File: src/rtl/riscv_pkg.sv
// Shared RISC-V definitions: instruction formats, major opcodes, the buffered
// word record, and the field packing / immediate range rules.
package riscv_pkg;

  typedef enum logic [2:0] {
    FMT_I    = 3'b000,
    FMT_S    = 3'b001,
    FMT_B    = 3'b010,
    FMT_U    = 3'b011,
    FMT_J    = 3'b100,
    FMT_R    = 3'b101,
    FMT_RSV6 = 3'b110,
    FMT_RSV7 = 3'b111
  } fmt_e;

  localparam logic [6:0] OPC_LOAD   = 7'h03;
  localparam logic [6:0] OPC_OP_IMM = 7'h13;
  localparam logic [6:0] OPC_AUIPC  = 7'h17;
  localparam logic [6:0] OPC_STORE  = 7'h23;
  localparam logic [6:0] OPC_OP     = 7'h33;
  localparam logic [6:0] OPC_LUI    = 7'h37;
  localparam logic [6:0] OPC_BRANCH = 7'h63;
  localparam logic [6:0] OPC_JALR   = 7'h67;
  localparam logic [6:0] OPC_JAL    = 7'h6F;

  typedef struct packed {
    logic [31:0] addr;
    logic [31:0] instr;
  } enc_word_t;

  // True when every bit of the slice imm[31:lo] carries the same value, i.e.
  // the immediate survives truncation to the encoded width plus sign.
  function automatic logic sext_ok(input logic [31:0] imm, input int unsigned lo);
    logic all_one;
    logic all_zero;
    all_one  = 1'b1;
    all_zero = 1'b1;
    for (int unsigned b = 0; b < 32; b++) begin
      if (b >= lo) begin
        all_one  = all_one & imm[b];
        all_zero = all_zero & ~imm[b];
      end
    end
    return all_one | all_zero;
  endfunction

  function automatic logic fmt_legal(input fmt_e fmt, input logic [31:0] imm);
    logic ok;
    ok = 1'b0;
    case (fmt)
      FMT_I, FMT_S: ok = sext_ok(imm, 11);
      FMT_B:        ok = sext_ok(imm, 12) & ~imm[0];
      FMT_U:        ok = (imm[11:0] == 12'h000);
      FMT_J:        ok = sext_ok(imm, 20) & ~imm[0];
      FMT_R:        ok = 1'b1;
      default:      ok = 1'b0;
    endcase
    return ok;
  endfunction

  function automatic logic [31:0] encode_word(
    input fmt_e        fmt,
    input logic [6:0]  opcode,
    input logic [2:0]  funct3,
    input logic [6:0]  funct7,
    input logic [4:0]  rd,
    input logic [4:0]  rs1,
    input logic [4:0]  rs2,
    input logic [31:0] imm
  );
    logic [31:0] w;
    w = 32'h0;
    case (fmt)
      FMT_R: w = {funct7, rs2, rs1, funct3, rd, opcode};
      FMT_I: w = {imm[11:0], rs1, funct3, rd, opcode};
      FMT_S: w = {imm[11:5], rs2, rs1, funct3, imm[4:0], opcode};
      FMT_B: w = {imm[12], imm[10:5], rs2, rs1, funct3, imm[4:1], imm[11], opcode};
      FMT_U: w = {imm[31:12], rd, opcode};
      FMT_J: w = {imm[20], imm[10:1], imm[11], imm[19:12], rd, opcode};
      default: w = 32'h0;
    endcase
    return w;
  endfunction

endpackage

File: src/rtl/instr_encoder_if.sv
// Field-set input handshake, encoded-word output handshake and error status
// of the instruction encoder.
interface instr_encoder_if;
  logic        in_valid;
  logic        in_ready;
  logic [2:0]  in_fmt;
  logic [6:0]  in_opcode;
  logic [2:0]  in_funct3;
  logic [6:0]  in_funct7;
  logic [4:0]  in_rd;
  logic [4:0]  in_rs1;
  logic [4:0]  in_rs2;
  logic [31:0] in_imm;
  logic        out_valid;
  logic        out_ready;
  logic [31:0] out_instr;
  logic [31:0] out_addr;
  logic        err;
  logic [7:0]  err_count;

  modport slave (
    input  in_valid, in_fmt, in_opcode, in_funct3, in_funct7, in_rd, in_rs1, in_rs2, in_imm,
    input  out_ready,
    output in_ready, out_valid, out_instr, out_addr, err, err_count
  );

  modport master (
    output in_valid, in_fmt, in_opcode, in_funct3, in_funct7, in_rd, in_rs1, in_rs2, in_imm,
    output out_ready,
    input  in_ready, out_valid, out_instr, out_addr, err, err_count
  );
endinterface

File: src/rtl/instr_enc_fifo.sv
// DEPTH-entry FIFO of {addr, instr} words with occupancy and full/empty flags.
module instr_enc_fifo
  import riscv_pkg::*;
#(
  parameter int DEPTH = 2,
  localparam int PTR_W = (DEPTH > 1) ? $clog2(DEPTH) : 1,
  localparam int CNT_W = $clog2(DEPTH + 1)
) (
  input  logic             clk,
  input  logic             rst_n,
  input  logic             push_i,
  input  enc_word_t        wdata_i,
  input  logic             pop_i,
  output enc_word_t        rdata_o,
  output logic [CNT_W-1:0] count_o,
  output logic             full_o,
  output logic             empty_o
);

  enc_word_t        mem_q [DEPTH];
  logic [PTR_W-1:0] wr_ptr_q, wr_ptr_d;
  logic [PTR_W-1:0] rd_ptr_q, rd_ptr_d;
  logic [CNT_W-1:0] count_q, count_d;

  function automatic logic [PTR_W-1:0] bump(input logic [PTR_W-1:0] p);
    return (p == PTR_W'(DEPTH - 1)) ? '0 : p + 1'b1;
  endfunction

  always_comb begin
    // NOTE: every always_comb output gets a default first so no path leaves it unassigned (no latch).
    wr_ptr_d = wr_ptr_q;
    rd_ptr_d = rd_ptr_q;
    count_d  = count_q;
    if (push_i) wr_ptr_d = bump(wr_ptr_q);
    if (pop_i)  rd_ptr_d = bump(rd_ptr_q);
    case ({push_i, pop_i})
      2'b10:   count_d = count_q + 1'b1;
      2'b01:   count_d = count_q - 1'b1;
      default: count_d = count_q;
    endcase
  end

  // NOTE: sequential state uses non-blocking assignments so all flops sample pre-edge values.
  always_ff @(posedge clk or negedge rst_n) begin
    if (!rst_n) begin
      wr_ptr_q <= '0;
      rd_ptr_q <= '0;
      count_q  <= '0;
    end else begin
      wr_ptr_q <= wr_ptr_d;
      rd_ptr_q <= rd_ptr_d;
      count_q  <= count_d;
    end
  end

  // NOTE: storage is not reset; the count and pointers alone define which entries are valid.
  always_ff @(posedge clk) begin
    if (push_i) mem_q[wr_ptr_q] <= wdata_i;
  end

  assign rdata_o = mem_q[rd_ptr_q];
  assign count_o = count_q;
  assign full_o  = (count_q == CNT_W'(DEPTH));
  assign empty_o = (count_q == '0);

endmodule

File: src/rtl/instr_encoder.sv
// Packs decoded field sets into 32-bit RISC-V words, tags each legal word with
// a running address and buffers it; illegal sets are dropped and counted.
module instr_encoder
  import riscv_pkg::*;
#(
  parameter logic [31:0] BASE_ADDR = 32'h0000_0000,
  parameter int          DEPTH     = 2
) (
  input logic           clk,
  input logic           rst_n,
  instr_encoder_if.slave bus
);

  localparam int CNT_W = $clog2(DEPTH + 1);

  logic        alive_q;
  logic [31:0] addr_q, addr_d;
  logic        err_q, err_d;
  logic [7:0]  err_cnt_q, err_cnt_d;

  fmt_e             fmt;
  logic             legal;
  logic             in_ready;
  logic             accept;
  logic             push;
  logic             pop;
  logic             bad;
  enc_word_t        wr_word;
  enc_word_t        rd_word;
  logic [CNT_W-1:0] count;
  logic             full;
  logic             empty;

  // alive_q holds in_ready low through reset and releases it on the first clock after.
  assign in_ready = alive_q & ~full;

  always_comb begin
    fmt           = fmt_e'(bus.in_fmt);
    legal         = fmt_legal(fmt, bus.in_imm);
    accept        = bus.in_valid & in_ready;
    push          = accept & legal;
    bad           = accept & ~legal;
    pop           = ~empty & bus.out_ready;
    wr_word.addr  = addr_q;
    wr_word.instr = encode_word(fmt, bus.in_opcode, bus.in_funct3, bus.in_funct7,
                                bus.in_rd, bus.in_rs1, bus.in_rs2, bus.in_imm);
    addr_d        = push ? addr_q + 32'd4 : addr_q;
    err_d         = bad;
    err_cnt_d     = (bad && err_cnt_q != 8'hFF) ? err_cnt_q + 8'd1 : err_cnt_q;
  end

  always_ff @(posedge clk or negedge rst_n) begin
    if (!rst_n) begin
      alive_q   <= 1'b0;
      addr_q    <= BASE_ADDR;
      err_q     <= 1'b0;
      err_cnt_q <= 8'h00;
    end else begin
      alive_q   <= 1'b1;
      addr_q    <= addr_d;
      err_q     <= err_d;
      err_cnt_q <= err_cnt_d;
    end
  end

  instr_enc_fifo #(.DEPTH(DEPTH)) u_fifo (
    .clk     (clk),
    .rst_n   (rst_n),
    .push_i  (push),
    .wdata_i (wr_word),
    .pop_i   (pop),
    .rdata_o (rd_word),
    .count_o (count),
    .full_o  (full),
    .empty_o (empty)
  );

  assign bus.in_ready  = in_ready;
  assign bus.out_valid = ~empty;
  assign bus.out_instr = rd_word.instr;
  assign bus.out_addr  = rd_word.addr;
  assign bus.err       = err_q;
  assign bus.err_count = err_cnt_q;

  a_no_overflow: assert property (@(posedge clk) disable iff (!rst_n)
    !(push && full) && (count <= CNT_W'(DEPTH)));

endmodule

File: src/flat_wrapper.sv
// flat-port wrapper written by rule: the top's interface ports become plain ports
module instr_encoder_flat import riscv_pkg::*;
#(
  parameter logic [31:0] BASE_ADDR = 32'h0000_0000,
  parameter int          DEPTH     = 2
)
  (clk, rst_n, bus_in_valid, bus_in_fmt, bus_in_opcode, bus_in_funct3, bus_in_funct7, bus_in_rd, bus_in_rs1, bus_in_rs2, bus_in_imm, bus_out_ready, bus_in_ready, bus_out_valid, bus_out_instr, bus_out_addr, bus_err, bus_err_count);
  instr_encoder_if bus_i ();
  input logic clk;
  input logic rst_n;
  input wire logic [$bits(bus_i.in_valid)-1:0] bus_in_valid;
  input wire logic [$bits(bus_i.in_fmt)-1:0] bus_in_fmt;
  input wire logic [$bits(bus_i.in_opcode)-1:0] bus_in_opcode;
  input wire logic [$bits(bus_i.in_funct3)-1:0] bus_in_funct3;
  input wire logic [$bits(bus_i.in_funct7)-1:0] bus_in_funct7;
  input wire logic [$bits(bus_i.in_rd)-1:0] bus_in_rd;
  input wire logic [$bits(bus_i.in_rs1)-1:0] bus_in_rs1;
  input wire logic [$bits(bus_i.in_rs2)-1:0] bus_in_rs2;
  input wire logic [$bits(bus_i.in_imm)-1:0] bus_in_imm;
  input wire logic [$bits(bus_i.out_ready)-1:0] bus_out_ready;
  output wire logic [$bits(bus_i.in_ready)-1:0] bus_in_ready;
  output wire logic [$bits(bus_i.out_valid)-1:0] bus_out_valid;
  output wire logic [$bits(bus_i.out_instr)-1:0] bus_out_instr;
  output wire logic [$bits(bus_i.out_addr)-1:0] bus_out_addr;
  output wire logic [$bits(bus_i.err)-1:0] bus_err;
  output wire logic [$bits(bus_i.err_count)-1:0] bus_err_count;
  assign bus_i.in_valid = bus_in_valid;
  assign bus_i.in_fmt = bus_in_fmt;
  assign bus_i.in_opcode = bus_in_opcode;
  assign bus_i.in_funct3 = bus_in_funct3;
  assign bus_i.in_funct7 = bus_in_funct7;
  assign bus_i.in_rd = bus_in_rd;
  assign bus_i.in_rs1 = bus_in_rs1;
  assign bus_i.in_rs2 = bus_in_rs2;
  assign bus_i.in_imm = bus_in_imm;
  assign bus_i.out_ready = bus_out_ready;
  assign bus_in_ready = bus_i.in_ready;
  assign bus_out_valid = bus_i.out_valid;
  assign bus_out_instr = bus_i.out_instr;
  assign bus_out_addr = bus_i.out_addr;
  assign bus_err = bus_i.err;
  assign bus_err_count = bus_i.err_count;
  instr_encoder #(.BASE_ADDR(BASE_ADDR), .DEPTH(DEPTH)) u_core (.clk(clk), .rst_n(rst_n), .bus(bus_i));
endmodule
File: config.mk
export PLATFORM = sky130hd
export DESIGN_NAME = instr_encoder_flat
export DESIGN_NICKNAME = d
export VERILOG_FILES = /design/src/rtl/riscv_pkg.sv /design/src/rtl/instr_encoder_if.sv /design/src/rtl/instr_enc_fifo.sv /design/src/rtl/instr_encoder.sv /design/src/flat_wrapper.sv
export SDC_FILE = /design/constraint.sdc
export NUM_CORES = 1
export LEC_CHECK = 0
export ABC_CLOCK_PERIOD_IN_PS = 11600
export BUFFER_PORTS_ARGS = -buffer_cell sky130_fd_sc_hd__buf_2
export CELL_PAD_IN_SITES_DETAIL_PLACEMENT = 0
export CELL_PAD_IN_SITES_GLOBAL_PLACEMENT = 1
export CORE_ASPECT_RATIO = 0.9
export CORE_MARGIN = 3
export CORE_UTILIZATION = 48
export CTS_CLUSTER_SIZE = 28
export DETAILED_ROUTE_END_ITERATION = 7
export GPL_TIMING_DRIVEN = 1
export PLACE_DENSITY = 0.84
export SLEW_MARGIN = 20
export SYNTH_ARGS = -nofsm -noshare
export SYNTH_HDL_FRONTEND = slang
export SYNTH_SLANG_ARGS = --single-unit
File: constraint.sdc
create_clock -name clk -period 11.6 [get_ports clk]
set_input_delay 1.16 -clock clk [delete_from_list [all_inputs] [get_ports clk]]
set_output_delay 1.16 -clock clk [all_outputs]
set_load 0.005 [all_outputs]
## After elaboration in Yosys (flattened, before gate mapping)

Memory sizes are Yosys's and may differ from the RTL's.
Index checks and enable logic that the tools add are counted.

| word-level totals | value |
|---|---|
| register bits after elaboration | 46 |
| output and inout bits | 75 |
| memory bits (writable) | 128 |
| memories kept | 1 |
| bits of input ports | 71 |
| word-level logic and storage cells | 277 |

Memories:

| name | depth | bits a word | read ports | clocked after Yosys merged registers in | write ports | line | source |
|---|---|---|---|---|---|---|---|
| u_core.u_fifo.mem_q | 2 | 64 | 1 | 0 | 1 | instr_enc_fifo.sv:20 | `enc_word_t mem_q [DEPTH];` |

| operators by class | value |
|---|---|
| bitwise logic cells | 135 |
| reductions and logical operators | 6 |
| mux-type cells | 113 |
| equality and inequality tests | 9 |
| add/subtract/negate cells | 6 |

Operator list:

| operator | number |
|---|---|
| 32-bit case mux with 6 select lines | 1 |
| 1-bit two-way mux | 110 |
| 1-bit AND | 107 |
| 32-bit by 3-bit adder with 32-bit output, second input constant | 1 |
| 1-bit NOT | 25 |
| 12-bit zero test | 1 |
| 8-bit by 1-bit adder with 8-bit output, second input constant | 1 |
| 8-bit != test, second input constant | 1 |
| 3-bit by 2-bit == test with 1-bit output, second input constant | 2 |
| 3-bit == test, second input constant | 2 |
| 1-bit case mux with 5 select lines | 1 |
| 2-bit == test, second input constant | 2 |
| 2-bit case mux with 2 select lines | 1 |
| 3-bit by 1-bit == test with 1-bit output, second input constant | 1 |
| 3-bit zero test | 1 |
| 1-bit OR | 3 |
| 1-bit adder, second input constant | 2 |
| 2-bit by 1-bit adder with 2-bit output, second input constant | 1 |
| 2-bit by 1-bit == test with 1-bit output, second input constant | 1 |
| 2-bit zero test | 1 |
| 2-bit nonzero test | 1 |
| 2-bit OR reduction | 1 |
| 2-bit by 1-bit subtractor with 2-bit output, second input constant | 1 |
| 1-bit logical AND | 1 |

## Longest topological paths before layout

| logic depth | value |
|---|---|
| word-level depth | 48 |
| mapped depth | 12 |
| gate-level depth less buffers | 9 |

## Cells and area by module

From an unflattened synthesis, not the netlist that was laid out.

| second synthesis, totals | value |
|---|---|
| cell total of the unflattened synthesis | 538 |
| area, all modules | 7966.4 um^2 |

Modules (own cells, without submodules):

| module | area an instance (um^2) | sequential area each (um^2) | cells an instance | times used |
|---|---|---|---|---|
| instr_enc_fifo | 5008.6 | 3943.8 | 215 | 1 |
| instr_encoder | 2957.8 | 1001.0 | 323 | 1 |

## Worst setup path before layout

OpenSTA, ideal clock, no wires.

| timing path | value |
|---|---|
| path kind | input port to flip-flop |
| start point | in bus_in_fmt[2] |
| end point | mem u_core.u_fifo.mem_q[0][0] in the netlist's numbering (enable) |
| slack | 6.334 ns |
| arrival | 4.784 ns |
| required time | 11.118 ns |
| stages | 8 |
| path buffers | 2 |
| setup time | 0.482 ns |
| cells stage by stage | buf_4 -> nor4_1 -> nand4_1 -> a21oi_1 -> a21o_4 -> inv_2 -> buf_2 -> nor2_1 |

| between the ends | value |
|---|---|
| word-level cells in the longest chain between the ends | 6 |
| elaborated cells between the ends (all ways) | 11 |
| classes of those cells | eq/ne: 5; mux: 3; bitwise: 1; reduce/logical: 2 |

Ends and longest elaborated chain:

| item | line | source |
|---|---|---|
| from (decl) | flat_wrapper.sv:12 | `input wire logic [$bits(bus_i.in_fmt)-1:0] bus_in_fmt;` |
| 3-bit by 1-bit == test with 1-bit output / 3-bit zero test (equally long branches) | riscv_pkg.sv:50 | `case (fmt)` |
| 2-bit OR reduction | riscv_pkg.sv:50 |  |
| 1-bit case mux with 5 select lines (*) | riscv_pkg.sv:50 |  |
| 1-bit AND (*) | instr_encoder.sv:41 | `push = accept & legal;` |
| 1-bit two-way mux (*) | instr_enc_fifo.sv:58 | `if (push_i) mem_q[wr_ptr_q] <= wdata_i;` |
| 1-bit two-way mux (implied by the code) (*) | instr_enc_fifo.sv:58 |  |
| to (decl) | instr_enc_fifo.sv:20 |  |

Every way passes the cells marked *; elsewhere a longest branch is shown, timed or not.

## Worst setup path in the final report

| timing path | value |
|---|---|
| start point | in bus_in_fmt[0] |
| end point | mem u_core.u_fifo.mem_q[1][18] in the netlist's numbering (enable) |

Same word-level chain as after synthesis.

==> results.md <==
- Status: complete, no violations
- R2r setup slk: 8620 ps
- Wire per inst: 18.1 um
- Share of cells above drive strength 1: 36.8%
- # port buffers: 143
- Initial antenna violation count: 0
- Critical path type: primary input to register
- Post-CTS sizing: 0
- Routability cong.: 0.854
- I/O pins: 146
- DP Area: 8410 um2
- Routed Antenna Nets: 0
- Filler Cells Inserted: 1223
- Post-synth EDFFs: 124
- Seq. cell area: 4830 um2
- Peak supply drop: 0.000132 V
- Starting Density: 50.1%
- GRT Overall Usage: 19.1%
- ANT cells: 0
- Cells after Synth: 540
- Post-Place Setup Slack: 6890 ps
- Min cycle time layout: 4230 ps
- Total CTS buffers: 17
- Worst Skew: 8.88 ps
- Hpwl dp: 11200 um
- Crit end category: register
- Worst min path class: register to register
- First-pass GRT wire length: 26000 um
- CTS Buffer Depth: 2
- Total power draw: 1.63 mW
- DR vias/cell: 5.44
- Largest net degree at the start of global routing: 50
- RSZ-0062 raised after global routing: false
- DRT iter0 DRCs: 277
- Fin crit share: 36.4%
- Most frequent cells in the layout: buf_2, edfxtp_1, mux2_2
- Final worst slack: 7370 ps
- Std-Cell Rows: 42
- Max_slew headroom: 35.0%
- Unique masters post-synth: 48
- Clock root cell: clkbuf_16
- Count of pins over their slew limit: 0
- Post-Synthesis Cell Area: 7530 um2
- TritonCTS clock tree: yes
- #FFs+latches synth: 168
- Total setup buffers inserted after CTS: 0
- Utilization after layout: 59.9%
- Gr ovfl total: 0
- P&R area growth vs syn: 19.6%
- Die Area: 17200 um2
- Final Hold Fails: 0
- Die X-Extent: 138 um
- Hold_buf cts: 0
- Worst-Skew Late Latency: 430 ps
- Arr. time, crit path: 4290 ps
- H-tree depth: 4
- Vias in the first global route: 4938
- Fin nets: 753
- Leak: 3.61 nW
- Max Cap Viol: 0
- Design area: 9000 um2
- Startpoint Class: primary input
- Fmax: 0.237 GHz
- Footprint of the multi-input gates: 2540 um2
- Setup violations, final: 0
- Commonest non-fill, non-tap cell in the layout: buf_2
- Most used flip-flop cell after synthesis: edfxtp_1
- Core area: 15000 um2
- 1st-pass router iterations: 4
- CP required: 11660 ps
- Worst-path clk slew: 60 ps
- Slew of the pin with the lowest slew margin: 976 ps
- Seq/Total Area, Yosys: 64.1%
- Residual DRC: 0
- Synthesized area per cell: 13.9 um2
- Yosys warns: 0
- Die H: 125 um
- Via count: 4845
- Drt total wl: 16100 um
- PD cells: 181 nW/um2
- Ys async rst share: 26.2%
- Worst-path fanout max: 49
- CTS sink cnt: 168
- Setup TNS: 0 ps
## worst max-delay path: stages
cell	delay, ps
buf_2	680
nor4bb_1	380
nand4_1	150
a21oi_1	200
a21o_4	230
inv_2	220
nor2_4	600
buf_4	600
## through the flow
step                      hold WS (ps)  cells
final                              479    890
after detailed placement           470    858
after floorplan                    440    541
after CTS                          481    890
after global placement             469    858
after global routing               490    890
## flip-flops by register name (all words and copies together) (netlist names)
register,flops
u_core.u_fifo.mem_q,124
u_core.addr_q,30
u_core.bus.err_count,8
u_core.u_fifo.count_o,2
u_core.alive_q,1
u_core.bus.err,1
u_core.u_fifo.rd_ptr_q,1
u_core.u_fifo.wr_ptr_q,1
## synth_stat cells, types with 4 or more instances
master | count | share of area (%)
edfxtp_1 | 124 | 49
o22ai_1 | 20 | 1.7
nand3_1 | 13 | 0.86
nand2_1 | 25 | 1.2
xnor2_1 | 21 | 2.4
mux2_2 | 67 | 10
and3_1 | 5 | 0.42
inv_1 | 13 | 0.65
a22oi_1 | 15 | 1.5
nor4_2 | 6 | 1.0
and2_1 | 10 | 0.83
buf_2 | 4 | 0.27
clkbuf_1 | 9 | 0.45
nor2_1 | 18 | 0.90
dfrtp_1 | 44 | 15
buf_1 | 9 | 0.45
nor2b_1 | 9 | 0.75
a21oi_1 | 18 | 1.2
a21o_1 | 7 | 0.70
nand4_1 | 14 | 1.2
o21ai_0 | 6 | 0.40
nor4_1 | 7 | 0.58
nor3_1 | 12 | 0.80
xor2_1 | 21 | 2.4
mux2i_1 | 11 | 1.5
## power breakdown
part           internal [mW]  total [mW]  switching, mW  leakage [nW]
clock                  0.360       0.577          0.217         0.290
combinational          0.180       0.332          0.151          1.61
sequential             0.677       0.724         0.0470          1.71
total                   1.22        1.63          0.415          3.61
## routing by layer
| layer | vias up | track usage, % | wire length (um) | part of all wire, % |
|---|---|---|---|---|
| met5 | - | 0 | 0 | 0 |
| li1 | 2300 | - | - | - |
| met3 | 24 | 5.22 | 909 | 5.7 |
| met4 | 0 | 7.44 | 317 | 2.0 |
| met2 | 131 | 29.9 | 7820 | 49 |
| met1 | 2390 | 25.5 | 7030 | 44 |
## cell type report
class,count,share of cell area (%)
Multi-Input combinational cell,331,28.2
Inverter,15,0.625
Timing Repair Buffer,146,8.20
Clock buffer,23,4.97
Clock inverter,9,1.68
Tap cell,198,2.75
Sequential cell,168,53.6
## kinds of logic after synthesis
group	count (synthesis)	share of synthesized area (%)
AO/OA/AOI/OAI	75	6.63
XOR/XNOR	42	4.88
adder cells (fa/ha/maj)	3	0.498
buffers and inverters	42	2.51
flip-flops	168	64.1
multiplexers	79	11.6
other	2	0.0997
AND/OR/NAND/NOR	129	9.70
## final timing paths
| check | startpoint | endpoint | depth (start not counted) |
|---|---|---|---|
| worst max-delay path | bus_in_fmt[0] | u_core.u_fifo.mem_q[1][18] | 8 |
| worst min-delay path | u_core.addr_q[20] | u_core.u_fifo.mem_q[1][52] | 0 |
| worst max register to register | u_core.u_fifo.count_o[0] | u_core.u_fifo.mem_q[1][18] | 7 |
| worst min register to register | u_core.addr_q[20] | u_core.u_fifo.mem_q[1][52] | 0 |
| max in group asynchronous | rst_n | u_core.u_fifo.rd_ptr_q | 1 |
| min in group asynchronous | rst_n | u_core.addr_q[16] | 1 |
Note: power is estimated with default switching activity, not from simulation.
